--- src/rtl/mips_store_buffer_pkg.sv ---
`default_nettype none
// ============================================================================
// Module   : mips_store_buffer_pkg
// Purpose  : Shared MIPS store-buffer types and constants: buffer depth,
//            byte-enable encodings and the FIFO entry layout.
// Revision : 1.0  initial release
// ============================================================================
package mips_store_buffer_pkg;

    localparam int SB_DEPTH    = 4;
    localparam int SB_AW       = 10;
    // Entries hold a full 32-bit address field so the struct does not depend
    // on the per-instance AW; instances zero-extend and truncate as needed.
    localparam int SB_ADDR_MAX = 32;

    localparam logic [3:0] BE_WORD    = 4'b1111;
    localparam logic [3:0] BE_HALF_LO = 4'b0011;
    localparam logic [3:0] BE_HALF_HI = 4'b1100;
    localparam logic [3:0] BE_BYTE0   = 4'b0001;
    localparam logic [3:0] BE_BYTE1   = 4'b0010;
    localparam logic [3:0] BE_BYTE2   = 4'b0100;
    localparam logic [3:0] BE_BYTE3   = 4'b1000;

    typedef struct packed {
        logic [SB_ADDR_MAX-1:0] addr;
        logic [31:0]            data;
        logic [3:0]             be;
    } sb_entry_t;

endpackage : mips_store_buffer_pkg
`default_nettype wire

--- src/rtl/mips_store_buffer_if.sv ---
`default_nettype none
// ============================================================================
// Module   : mips_store_buffer_if
// Purpose  : Store, load-lookup and data-memory write bundle for the store
//            buffer. master = MEM stage / memory side, slave = buffer.
// Revision : 1.0  initial release
// ============================================================================
interface mips_store_buffer_if
    import mips_store_buffer_pkg::*;
#(
    parameter int AW = SB_AW
);
    logic          st_valid;
    logic [AW-1:0] st_addr;
    logic [31:0]   st_data;
    logic [3:0]    st_be;
    logic          st_ready;

    logic          ld_valid;
    logic [AW-1:0] ld_addr;
    logic          ld_hit;
    logic [31:0]   ld_data;
    logic          ld_conflict;

    logic          dm_busy;
    logic          dm_we;
    logic [AW-1:0] dm_addr;
    logic [31:0]   dm_data;
    logic [3:0]    dm_be;

    logic          empty;

    modport master (
        output st_valid, st_addr, st_data, st_be, ld_valid, ld_addr, dm_busy,
        input  st_ready, ld_hit, ld_data, ld_conflict,
               dm_we, dm_addr, dm_data, dm_be, empty
    );

    modport slave (
        input  st_valid, st_addr, st_data, st_be, ld_valid, ld_addr, dm_busy,
        output st_ready, ld_hit, ld_data, ld_conflict,
               dm_we, dm_addr, dm_data, dm_be, empty
    );

endinterface : mips_store_buffer_if
`default_nettype wire

--- src/rtl/mips_store_buffer_sb_fwd_merge.sv ---
`default_nettype none
// ============================================================================
// Module   : sb_fwd_merge
// Purpose  : Combinational load-forwarding merge. Walks the live entries from
//            oldest to newest so later stores overwrite earlier bytes.
// Revision : 1.0  initial release
// ============================================================================
module sb_fwd_merge
    import mips_store_buffer_pkg::*;
#(
    parameter int DEPTH = SB_DEPTH,
    parameter int AW    = SB_AW
) (
    input  sb_entry_t                entries [DEPTH],
    input  logic [$clog2(DEPTH)-1:0] head,
    input  logic [$clog2(DEPTH):0]   count,
    input  logic [AW-1:0]            ld_addr,
    output logic [31:0]              data,
    output logic [3:0]               covered,
    output logic                     any_match
);
    localparam int PW = $clog2(DEPTH);
    localparam int CW = PW + 1;

    logic [PW-1:0] idx;

    // Oldest-to-newest byte merge over the occupied slots only.
    always_comb begin
        data      = '0;
        covered   = '0;
        any_match = 1'b0;
        idx       = '0;
        for (int k = 0; k < DEPTH; k++) begin
            idx = head + PW'(k);
            if ((CW'(k) < count) &&
                (entries[idx].addr == SB_ADDR_MAX'(ld_addr))) begin
                any_match = 1'b1;
                covered   = covered | entries[idx].be;
                for (int b = 0; b < 4; b++) begin
                    if (entries[idx].be[b]) begin
                        data[8*b +: 8] = entries[idx].data[8*b +: 8];
                    end
                end
            end
        end
    end

endmodule : sb_fwd_merge
`default_nettype wire

--- src/rtl/mips_store_buffer.sv ---
`default_nettype none
// ============================================================================
// Module   : mips_store_buffer
// Purpose  : Posted-write FIFO between MEM and data memory. Accepts one store
//            per cycle, drains one per idle memory cycle, forwards to loads.
// Revision : 1.0  initial release
// ============================================================================
module mips_store_buffer
    import mips_store_buffer_pkg::*;
#(
    parameter int DEPTH = SB_DEPTH,
    parameter int AW    = SB_AW
) (
    input  wire                 clk,
    input  wire                 rst,
    mips_store_buffer_if.slave  bus
);
    localparam int PW = $clog2(DEPTH);
    localparam int CW = PW + 1;

    sb_entry_t     entries [DEPTH];
    logic [PW-1:0] head;
    logic [PW-1:0] tail;
    logic [CW-1:0] count;

    logic          is_empty;
    logic          is_full;
    logic          push;
    logic          pop;

    logic [31:0]   fwd_data;
    logic [3:0]    fwd_cov;
    logic          fwd_any;

    assign is_empty = (count == '0);
    assign is_full  = (count == CW'(DEPTH));

    // rst gates the drain so nothing reaches memory in the reset cycle.
    assign pop      = !is_empty && !bus.dm_busy && !rst;
    assign push     = bus.st_valid && bus.st_ready;

    assign bus.st_ready = !is_full || pop;
    assign bus.empty    = is_empty;
    assign bus.dm_we    = pop;
    assign bus.dm_addr  = AW'(entries[head].addr);
    assign bus.dm_data  = entries[head].data;
    assign bus.dm_be    = entries[head].be;

    // Pointer and occupancy update; power-of-two depth makes wrap implicit.
    always_ff @(posedge clk) begin
        if (rst) begin
            head  <= '0;
            tail  <= '0;
            count <= '0;
        end else begin
            if (push) tail <= tail + 1'b1;
            if (pop)  head <= head + 1'b1;
            case ({push, pop})
                2'b10:   count <= count + 1'b1;
                2'b01:   count <= count - 1'b1;
                default: count <= count;
            endcase
        end
    end

    // Entry storage; cleared on reset so the head fields read back as zero.
    always_ff @(posedge clk) begin
        if (rst) begin
            for (int i = 0; i < DEPTH; i++) begin
                entries[i] <= '0;
            end
        end else if (push) begin
            entries[tail] <= '{addr: SB_ADDR_MAX'(bus.st_addr),
                               data: bus.st_data,
                               be:   bus.st_be};
        end
    end

    sb_fwd_merge #(
        .DEPTH (DEPTH),
        .AW    (AW)
    ) u_fwd_merge (
        .entries   (entries),
        .head      (head),
        .count     (count),
        .ld_addr   (bus.ld_addr),
        .data      (fwd_data),
        .covered   (fwd_cov),
        .any_match (fwd_any)
    );

    assign bus.ld_hit      = bus.ld_valid && fwd_any && (fwd_cov == BE_WORD);
    assign bus.ld_conflict = bus.ld_valid && fwd_any && (fwd_cov != BE_WORD);
    assign bus.ld_data     = (bus.ld_valid && fwd_any) ? fwd_data : 32'h0;

endmodule : mips_store_buffer
`default_nettype wire

--- src/flat_wrapper.sv ---
// flat-port wrapper written by rule: the top's interface ports become plain ports
module mips_store_buffer_flat import mips_store_buffer_pkg::*;
#(
    parameter int DEPTH = SB_DEPTH,
    parameter int AW    = SB_AW
)
  (clk, rst, bus_st_valid, bus_st_addr, bus_st_data, bus_st_be, bus_ld_valid, bus_ld_addr, bus_dm_busy, bus_st_ready, bus_ld_hit, bus_ld_data, bus_ld_conflict, bus_dm_we, bus_dm_addr, bus_dm_data, bus_dm_be, bus_empty);
  mips_store_buffer_if #(.AW(AW)) bus_i ();
  input  wire clk;
  input  wire rst;
  input wire logic [$bits(bus_i.st_valid)-1:0] bus_st_valid;
  input wire logic [$bits(bus_i.st_addr)-1:0] bus_st_addr;
  input wire logic [$bits(bus_i.st_data)-1:0] bus_st_data;
  input wire logic [$bits(bus_i.st_be)-1:0] bus_st_be;
  input wire logic [$bits(bus_i.ld_valid)-1:0] bus_ld_valid;
  input wire logic [$bits(bus_i.ld_addr)-1:0] bus_ld_addr;
  input wire logic [$bits(bus_i.dm_busy)-1:0] bus_dm_busy;
  output wire logic [$bits(bus_i.st_ready)-1:0] bus_st_ready;
  output wire logic [$bits(bus_i.ld_hit)-1:0] bus_ld_hit;
  output wire logic [$bits(bus_i.ld_data)-1:0] bus_ld_data;
  output wire logic [$bits(bus_i.ld_conflict)-1:0] bus_ld_conflict;
  output wire logic [$bits(bus_i.dm_we)-1:0] bus_dm_we;
  output wire logic [$bits(bus_i.dm_addr)-1:0] bus_dm_addr;
  output wire logic [$bits(bus_i.dm_data)-1:0] bus_dm_data;
  output wire logic [$bits(bus_i.dm_be)-1:0] bus_dm_be;
  output wire logic [$bits(bus_i.empty)-1:0] bus_empty;
  assign bus_i.st_valid = bus_st_valid;
  assign bus_i.st_addr = bus_st_addr;
  assign bus_i.st_data = bus_st_data;
  assign bus_i.st_be = bus_st_be;
  assign bus_i.ld_valid = bus_ld_valid;
  assign bus_i.ld_addr = bus_ld_addr;
  assign bus_i.dm_busy = bus_dm_busy;
  assign bus_st_ready = bus_i.st_ready;
  assign bus_ld_hit = bus_i.ld_hit;
  assign bus_ld_data = bus_i.ld_data;
  assign bus_ld_conflict = bus_i.ld_conflict;
  assign bus_dm_we = bus_i.dm_we;
  assign bus_dm_addr = bus_i.dm_addr;
  assign bus_dm_data = bus_i.dm_data;
  assign bus_dm_be = bus_i.dm_be;
  assign bus_empty = bus_i.empty;
  mips_store_buffer #(.DEPTH(DEPTH), .AW(AW)) u_core (.clk(clk), .rst(rst), .bus(bus_i));
endmodule
--- config.mk ---
export PLATFORM = sky130hd
export DESIGN_NAME = mips_store_buffer_flat
export DESIGN_NICKNAME = d
export VERILOG_FILES = /design/src/rtl/mips_store_buffer_pkg.sv /design/src/rtl/mips_store_buffer_if.sv /design/src/rtl/mips_store_buffer_sb_fwd_merge.sv /design/src/rtl/mips_store_buffer.sv /design/src/flat_wrapper.sv
export SDC_FILE = /design/constraint.sdc
export NUM_CORES = 1
export LEC_CHECK = 0
export ABC_AREA = 1
export BUFFER_PORTS_ARGS = -buffer_cell sky130_fd_sc_hd__clkbuf_2
export CORE_MARGIN = 2
export CORE_UTILIZATION = 35
export CTS_CLUSTER_SIZE = 8
export DETAILED_ROUTE_END_ITERATION = 16
export GPL_TIMING_DRIVEN = 0
export HOLD_SLACK_MARGIN = 0.05
export PLACE_DENSITY = 0.61
export SLEW_MARGIN = 5
export SYNTH_ARGS = -nofsm -noshare
export SYNTH_HDL_FRONTEND = slang
export SYNTH_HIERARCHICAL = 1
export SYNTH_SLANG_ARGS = --single-unit
--- constraint.sdc ---
create_clock -name clk -period 5.95 [get_ports clk]
set_input_delay 1.19 -clock clk [delete_from_list [all_inputs] [get_ports clk]]
set_output_delay 1.19 -clock clk [all_outputs]
set_load 0.05 [all_outputs]
==> results.py, run 1 <==
metrics = {
    "synth": {
        "async_flop_share_pct": 0,
        "syn_inst": 3519,
        "synth_flop_cell": "dfxtp_1",
        "synth_seq_cells": 191,
        "yosysSeqAreaShare_pct": 20.5,
        "synth_area_um2": 18600,
        "ys.warnings.count": 6,
        "synth_edf_count": 0,
        "synth.distinct_cells": 39,
        "syn_area_per_cell_um2": 5.29,
    },
    "floorplan": {
        "rows": 84,
        "start_util_pct": 35.4,
        "die_area_um2": 55100,
        "die_w_um": 235,
        "io_pins": 144,
        "die_height_um": 235,
        "coreArea_um2": 52600,
    },
    "route": {
        "drt_drc_violations_left": 0,
        "wire_per_inst_um": 17.5,
        "antenna_left": 0,
        "drt_wl_total_um": 78800,
        "drtPass1Iterations": 6,
        "vias": 22600,
        "drtIter0Drc": 2445,
        "vias_per_cell": 5.03,
    },
    "placed_design": {
        "gp_congestion": 0.960,
        "dpl.hpwl_um": 60700,
        "portBuffers": 142,
        "placed_cell_area_um2": 20600,
        "placed_cells": 4465,
        "dpl_worst_slack_ps": 946,
    },
    "finish": {
        "stdcell_area_um2": 21200,
        "area_growth_pct": 14.0,
        "antenna_cells": 0,
        "final.fill_count": 6051,
        "fin_cells": 4497,
        "drive_gt1_share_pct": 8.79,
        "nNetsFinal": 3863,
    },
    "clock_network": {
        "cts.sinks": 191,
        "cts_tree": "built",
        "cts_resized": 0,
        "hold_buffers": 0,
        "cts_setup_buffers": 0,
        "clk_pin_slew_ps": 80,
        "clk_path_buf_depth": 2,
        "cts_root_buf": "clkbuf_16",
        "cts_made_buffers": 17,
        "cts_htree_levels": 4,
        "clock_latency_ps": 490,
    },
    "global_route": {
        "grt_pass1_vias": 19800,
        "grt_max_degree": 20,
        "grt_overflow": 0,
        "grt_pass1_wl_um": 118000,
        "antenna_found_initial": 1,
        "track_usage_pct": 27.6,
    },
    "timing": {
        "fmax_ghz": 0.182,
        "skew_ps": 14.2,
        "rsz0062_at_grt": "no",
        "worst_pin_slew_ps": 870,
        "timing.final.ws_setup_ps": 470,
        "finalMaxSlewViolations": 0,
        "setup_violations": 0,
        "setup_tns_ps": 0,
        "period_needed_ps": 5480,
        "slew_headroom_pct": 42.0,
        "hold_violations": 0,
        "fin_crit_sh_pct": 92.1,
    },
    "setup_path": {
        "slowest_delay_ps": 590,
        "r2r_slack_ps": 3530,
        "path_class": "reg -> out",
        "r2r_cells": 11,
        "critical-path-slowest-cell": "buf_1",
        "worstPathMaxFanout": 10,
        "r2r_start": "u_core/count[2]$_SDFFE_PP0P_",
        "crit_arrival_ps": 4290,
        "crit_path_end_kind": "output pin",
        "crit_end": "bus_ld_data[6]",
        "required_ps": 4760,
        "crit_path_start_kind": "register",
        "crit_top_cell": "nand2_1",
        "timing.rr.end": "u_core/count[2]$_SDFFE_PP0P_",
        "startpoint": "u_core/head[1]$_SDFFE_PP0P_",
        "path_cells": "buf_6 > inv_4 > clkbuf_1 > buf_1 > nand3_1 > nand2_1 > nand2_1 > nor2_1 > nand2_2 > nand4_1 > nand2_1 > clkbuf_1 > nor2_1 > clkbuf_2",
    },
    "power": {
        "leakage_uw": 0.0105,
        "vdd_ir_drop_max_mv": 0.233,
        "power_density_nw_per_um2": 204,
        "total_power_uw": 4330,
    },
    "status": {
        "status": "finished, final reports clean",
    },
    "worst_hold_path": {
        "hold_class": "reg -> reg",
    },
    "job": {
        "maxCapViolations": 0,
    },
}
==> final cells by class <==
class | count | area (µm²) | area share [%]
Multi-Input combinational cell | 2626 | 11800 | 55.7
Inverter | 590 | 2220 | 10.4
Tap cell | 688 | 861 | 4.05
Clock buffer | 18 | 439 | 2.07
Sequential cell | 191 | 3820 | 18.0
Clock inverter | 14 | 166 | 0.784
Buffer | 228 | 1190 | 5.61
Timing Repair Buffer | 142 | 711 | 3.35
==> worst max-delay path: cells and delay by family, from the launching register on <==
kind                   cells  cell delay (ps)
flip-flops                 1              350
buffers and inverters      6             1950
AND/OR/NAND/NOR            8             1500
==> registers in the layout, summed over array words and instances, names as in the netlist <==
| signal | flops |
|---|---|
| u_core/tail | 2 |
| u_core/count | 3 |
| u_core/head | 2 |
| u_core/entries | 184 |
==> per-stage QoR <==
step                      util [%]  hold WS (ps)
after floorplan                  -           476
after global placement        39.2           507
after detailed placement      39.2           508
after CTS                     40.4           519
after global routing          40.4           548
final                         40.4           517
==> metal layers <==
layer | vias to the layer above | part of all wire (%) | track usage (%)
li1 | 11300 | - | -
met1 | 10100 | 44 | 38.3
met2 | 1053 | 42 | 41.6
met3 | 161 | 9.6 | 4.98
met4 | 0 | 4.4 | 12.0
met5 | - | 0 | 0
==> cell usage after synthesis, types with 36 or more instances <==
cell type | n | share of area [%]
a21oi_1 | 151 | 4.1
buf_1 | 38 | 0.77
buf_2 | 82 | 2.2
clkbuf_1 | 73 | 1.5
dfxtp_1 | 191 | 21
inv_1 | 587 | 12
mux2i_1 | 36 | 1.9
nand2_1 | 1195 | 24
nand3_1 | 135 | 3.6
nand4_1 | 196 | 6.6
nor2_1 | 428 | 8.6
o21ai_0 | 288 | 7.7
==> how the worst min path moves through the flow <==
| stage | slack (ps) | endpoint | cells past startpoint | startpoint |
|---|---|---|---|---|
| finish | 520 | u_core/head[1]$_SDFFE_PP0P_ | 2 | u_core/head[1]$_SDFFE_PP0P_ |
| global placement | 510 | u_core/head[1]$_SDFFE_PP0P_ | 2 | u_core/head[1]$_SDFFE_PP0P_ |
| global route | 550 | u_core/head[1]$_SDFFE_PP0P_ | 2 | u_core/head[1]$_SDFFE_PP0P_ |
| floorplan | 480 | u_core/head[1]$_SDFFE_PP0P_ | 2 | u_core/head[1]$_SDFFE_PP0P_ |
| detailed placement | 510 | u_core/head[1]$_SDFFE_PP0P_ | 2 | u_core/head[1]$_SDFFE_PP0P_ |
| CTS | 520 | u_core/head[1]$_SDFFE_PP0P_ | 2 | u_core/head[1]$_SDFFE_PP0P_ |
==> power breakdown <==
group / internal, µW / switching, µW / leakage (µW)
registers: 1370 / 112 / 0.00156
logic: 430 / 1180 / 0.00862
clock network: 616 / 618 / 0.000300
==> cell usage in the layout (no fill, tap or decap), types with 5 or more instances in the layout <==
master / instances
clkbuf_2: 142
nand3_1: 135
o21ai_1: 14
mux2i_1: 36
inv_8: 6
ha_1: 5
clkbuf_16: 17
nor2_8: 7
o21ai_0: 288
inv_1: 587
a21oi_1: 151
nand4_1: 196
buf_4: 8
buf_1: 38
dfxtp_1: 191
buf_2: 82
conb_1: 117
nor2_4: 9
buf_6: 27
clkbuf_1: 73
nand2_1: 1195
nor3_1: 5
nor2_1: 428
nand3_4: 9
==> cell families after synthesis <==
| family | share of synthesized area, % |
|---|---|
| compound gates | 12.3 |
| xor+xnor | 0.141 |
| fa+ha+maj | 0.444 |
| buf+inv | 18.3 |
| flops | 20.5 |
| mux | 1.94 |
| other cells | 0.0201 |
| simple gates | 46.4 |
(Power assumes the default switching activity.)
==> inputs of run 2 (changes only) <==
- MAX_ROUTING_LAYER: not set -> met4
==> run 2 against run 1 <==
Design area barely moved. Fmax is 3.3% lower. Via count is 0.21% lower. Clock skew shrank 3.5 ps. Flip-flop and latch count did not move.
==> results.py, run 2 (synthesis gave the netlist of run 1 again) <==
metrics = {
    "status": {
        "status": "finished, final reports clean",
    },
    "route": {
        "vias": 22600,
        "antenna_left": 0,
        "drtIter0Drc": 2481,
        "drt_wl_total_um": 79400,
        "wire_per_inst_um": 17.7,
        "vias_per_cell": 5.02,
        "drtPass1Iterations": 7,
        "drt_drc_violations_left": 0,
    },
    "job": {
        "maxCapViolations": 0,
    },
    "setup_path": {
        "worstPathMaxFanout": 10,
        "crit_arrival_ps": 4480,
        "crit_path_start_kind": "register",
        "required_ps": 4760,
        "crit_path_end_kind": "output pin",
        "path_class": "reg -> out",
    },
    "global_route": {
        "grt_overflow": 0,
        "grt_pass1_wl_um": 119000,
        "antenna_found_initial": 1,
        "track_usage_pct": 28.8,
        "grt_max_degree": 18,
        "grt_pass1_vias": 20000,
    },
    "finish": {
        "final_util_pct": 40.4,
        "fin_cells": 4497,
        "final_cell_mix": "1195 x nand2_1, 587 x inv_1, 428 x nor2_1, 288 x o21ai_0, 196 x nand4_1",
        "largest_register": "u_core/entries",
        "drive_gt1_share_pct": 8.79,
        "final_common_cell": "nand2_1",
        "antenna_cells": 0,
        "area_growth_pct": 14.1,
        "nNetsFinal": 3863,
        "stdcell_area_um2": 21200,
        "largest_reg_flops": 184,
        "reg.largest.list": "u_core/entries: 184 flops, u_core/count: 3 flops",
    },
    "worst_hold_path": {
        "hold_class": "reg -> reg",
    },
    "power": {
        "leakage_uw": 0.0105,
        "power_density_nw_per_um2": 205,
        "switchingPower_uw": 1880,
        "internal_power_uw": 2470,
        "p_sw_share_pct": 43.3,
        "clockPowerShare_pct": 28.8,
        "vdd_ir_drop_max_mv": 0.208,
        "pwr-share-comb_pct": 37.1,
        "sequentialPowerShare_pct": 34.1,
    },
    "timing": {
        "setup_tns_ps": 0,
        "fmax_ghz": 0.176,
        "skew_ps": 10.7,
        "finalMaxSlewViolations": 0,
        "worst_pin_slew_ps": 1020,
        "slew_headroom_pct": 32.1,
        "fin_crit_sh_pct": 95.2,
        "timing.final.ws_setup_ps": 283,
        "rsz0062_at_grt": "no",
        "setup_violations": 0,
        "hold_violations": 0,
        "period_needed_ps": 5670,
    },
    "clock_network": {
        "cts_root_buf": "clkbuf_16",
        "clk_path_buf_depth": 2,
        "clk_pin_slew_ps": 70,
        "cts_tree": "built",
        "clock_latency_ps": 500,
        "cts_setup_buffers": 0,
        "cts_htree_levels": 4,
        "cts_made_buffers": 17,
        "cts.sinks": 191,
        "cts_resized": 0,
        "hold_buffers": 0,
    },
    "placed_design": {
        "dpl_worst_slack_ps": 892,
        "placed_cell_area_um2": 20600,
        "portBuffers": 142,
        "placed_cells": 4465,
        "dpl.hpwl_um": 60900,
        "gp_congestion": 1.00,
    },
    "floorplan": {
        "start_util_pct": 35.4,
        "die_area_um2": 55100,
        "die_w_um": 235,
        "die_height_um": 235,
        "rows": 84,
        "coreArea_um2": 52600,
        "io_pins": 144,
    },
}
## run 2: cell count changes in the layout (fill, tap and decap cells not counted), sizes merged
cell / before / now
inv: 600 / 594
clkinvlp: 0 / 3
bufinv: 1 / 3
clkinv: 3 / 5
clkbuf: 233 / 232
## run 2: worst max-delay path, cell delays in order (launching register included)
cell and delay (ps):
dfxtp_1 400, buf_6 180, clkbuf_1 770, nand3_1 200
nand2_1 150, nand2_1 100, o21ai_1 90, nor2_1 60
nand2_1 60, nor2_1 60, nand2_2 250, nand4_1 280
nand2_1 260, clkbuf_1 720, nor2_1 110, clkbuf_2 280
## run 2: worst paths after layout
kind | startpoint | endpoint | slack [ps] | cells after the start
hold reg to reg | u_core/head[1]$_SDFFE_PP0P_ | u_core/head[1]$_SDFFE_PP0P_ | 520 | 2
hold / removal | u_core/head[1]$_SDFFE_PP0P_ | u_core/head[1]$_SDFFE_PP0P_ | 520 | 2
setup / recovery | u_core/head[1]$_SDFFE_PP0P_ | bus_ld_data[5] | 280 | 15
setup reg to reg | u_core/count[2]$_SDFFE_PP0P_ | u_core/count[2]$_SDFFE_PP0P_ | 3610 | 11
## run 2: power by group through the flow
stage	sequential (µW)	combinational, µW	clock, µW
floorplan	1460	1100	0
global placement	1510	1560	0
detailed placement	1510	1560	0
CTS	1480	1570	1280
global route	1490	1760	1320
finish	1480	1610	1250
## run 2: final cells by class
| type | count | area [µm²] |
|---|---|---|
| Sequential cell | 191 | 3820 |
| Clock buffer | 17 | 425 |
| Timing Repair Buffer | 142 | 711 |
| Multi-Input combinational cell | 2626 | 11800 |
| Inverter | 590 | 2220 |
| Clock inverter | 15 | 186 |
| Buffer | 228 | 1190 |
| Fill cell | 6067 | 31300 |
| Tap cell | 688 | 861 |
## run 2: through the flow
step           power (µW)  hold slack [ps]
2_1_floorplan        2570              476
3_3_place_gp         3070              509
3_5_place_dp         3070              515
4_1_cts              4330              527
5_1_grt              4570              560
6_report             4350              525
## run 2: per-layer routing
metal	global-route usage, %	wire length (µm)	up-vias	part of all wire, %
li1	-	-	11300	-
met1	39.0	34800	10100	44
met2	41.8	33400	1043	42
met3	4.66	7630	170	9.6
met4	13.3	3600	0	4.5
met5	-	0	-	0
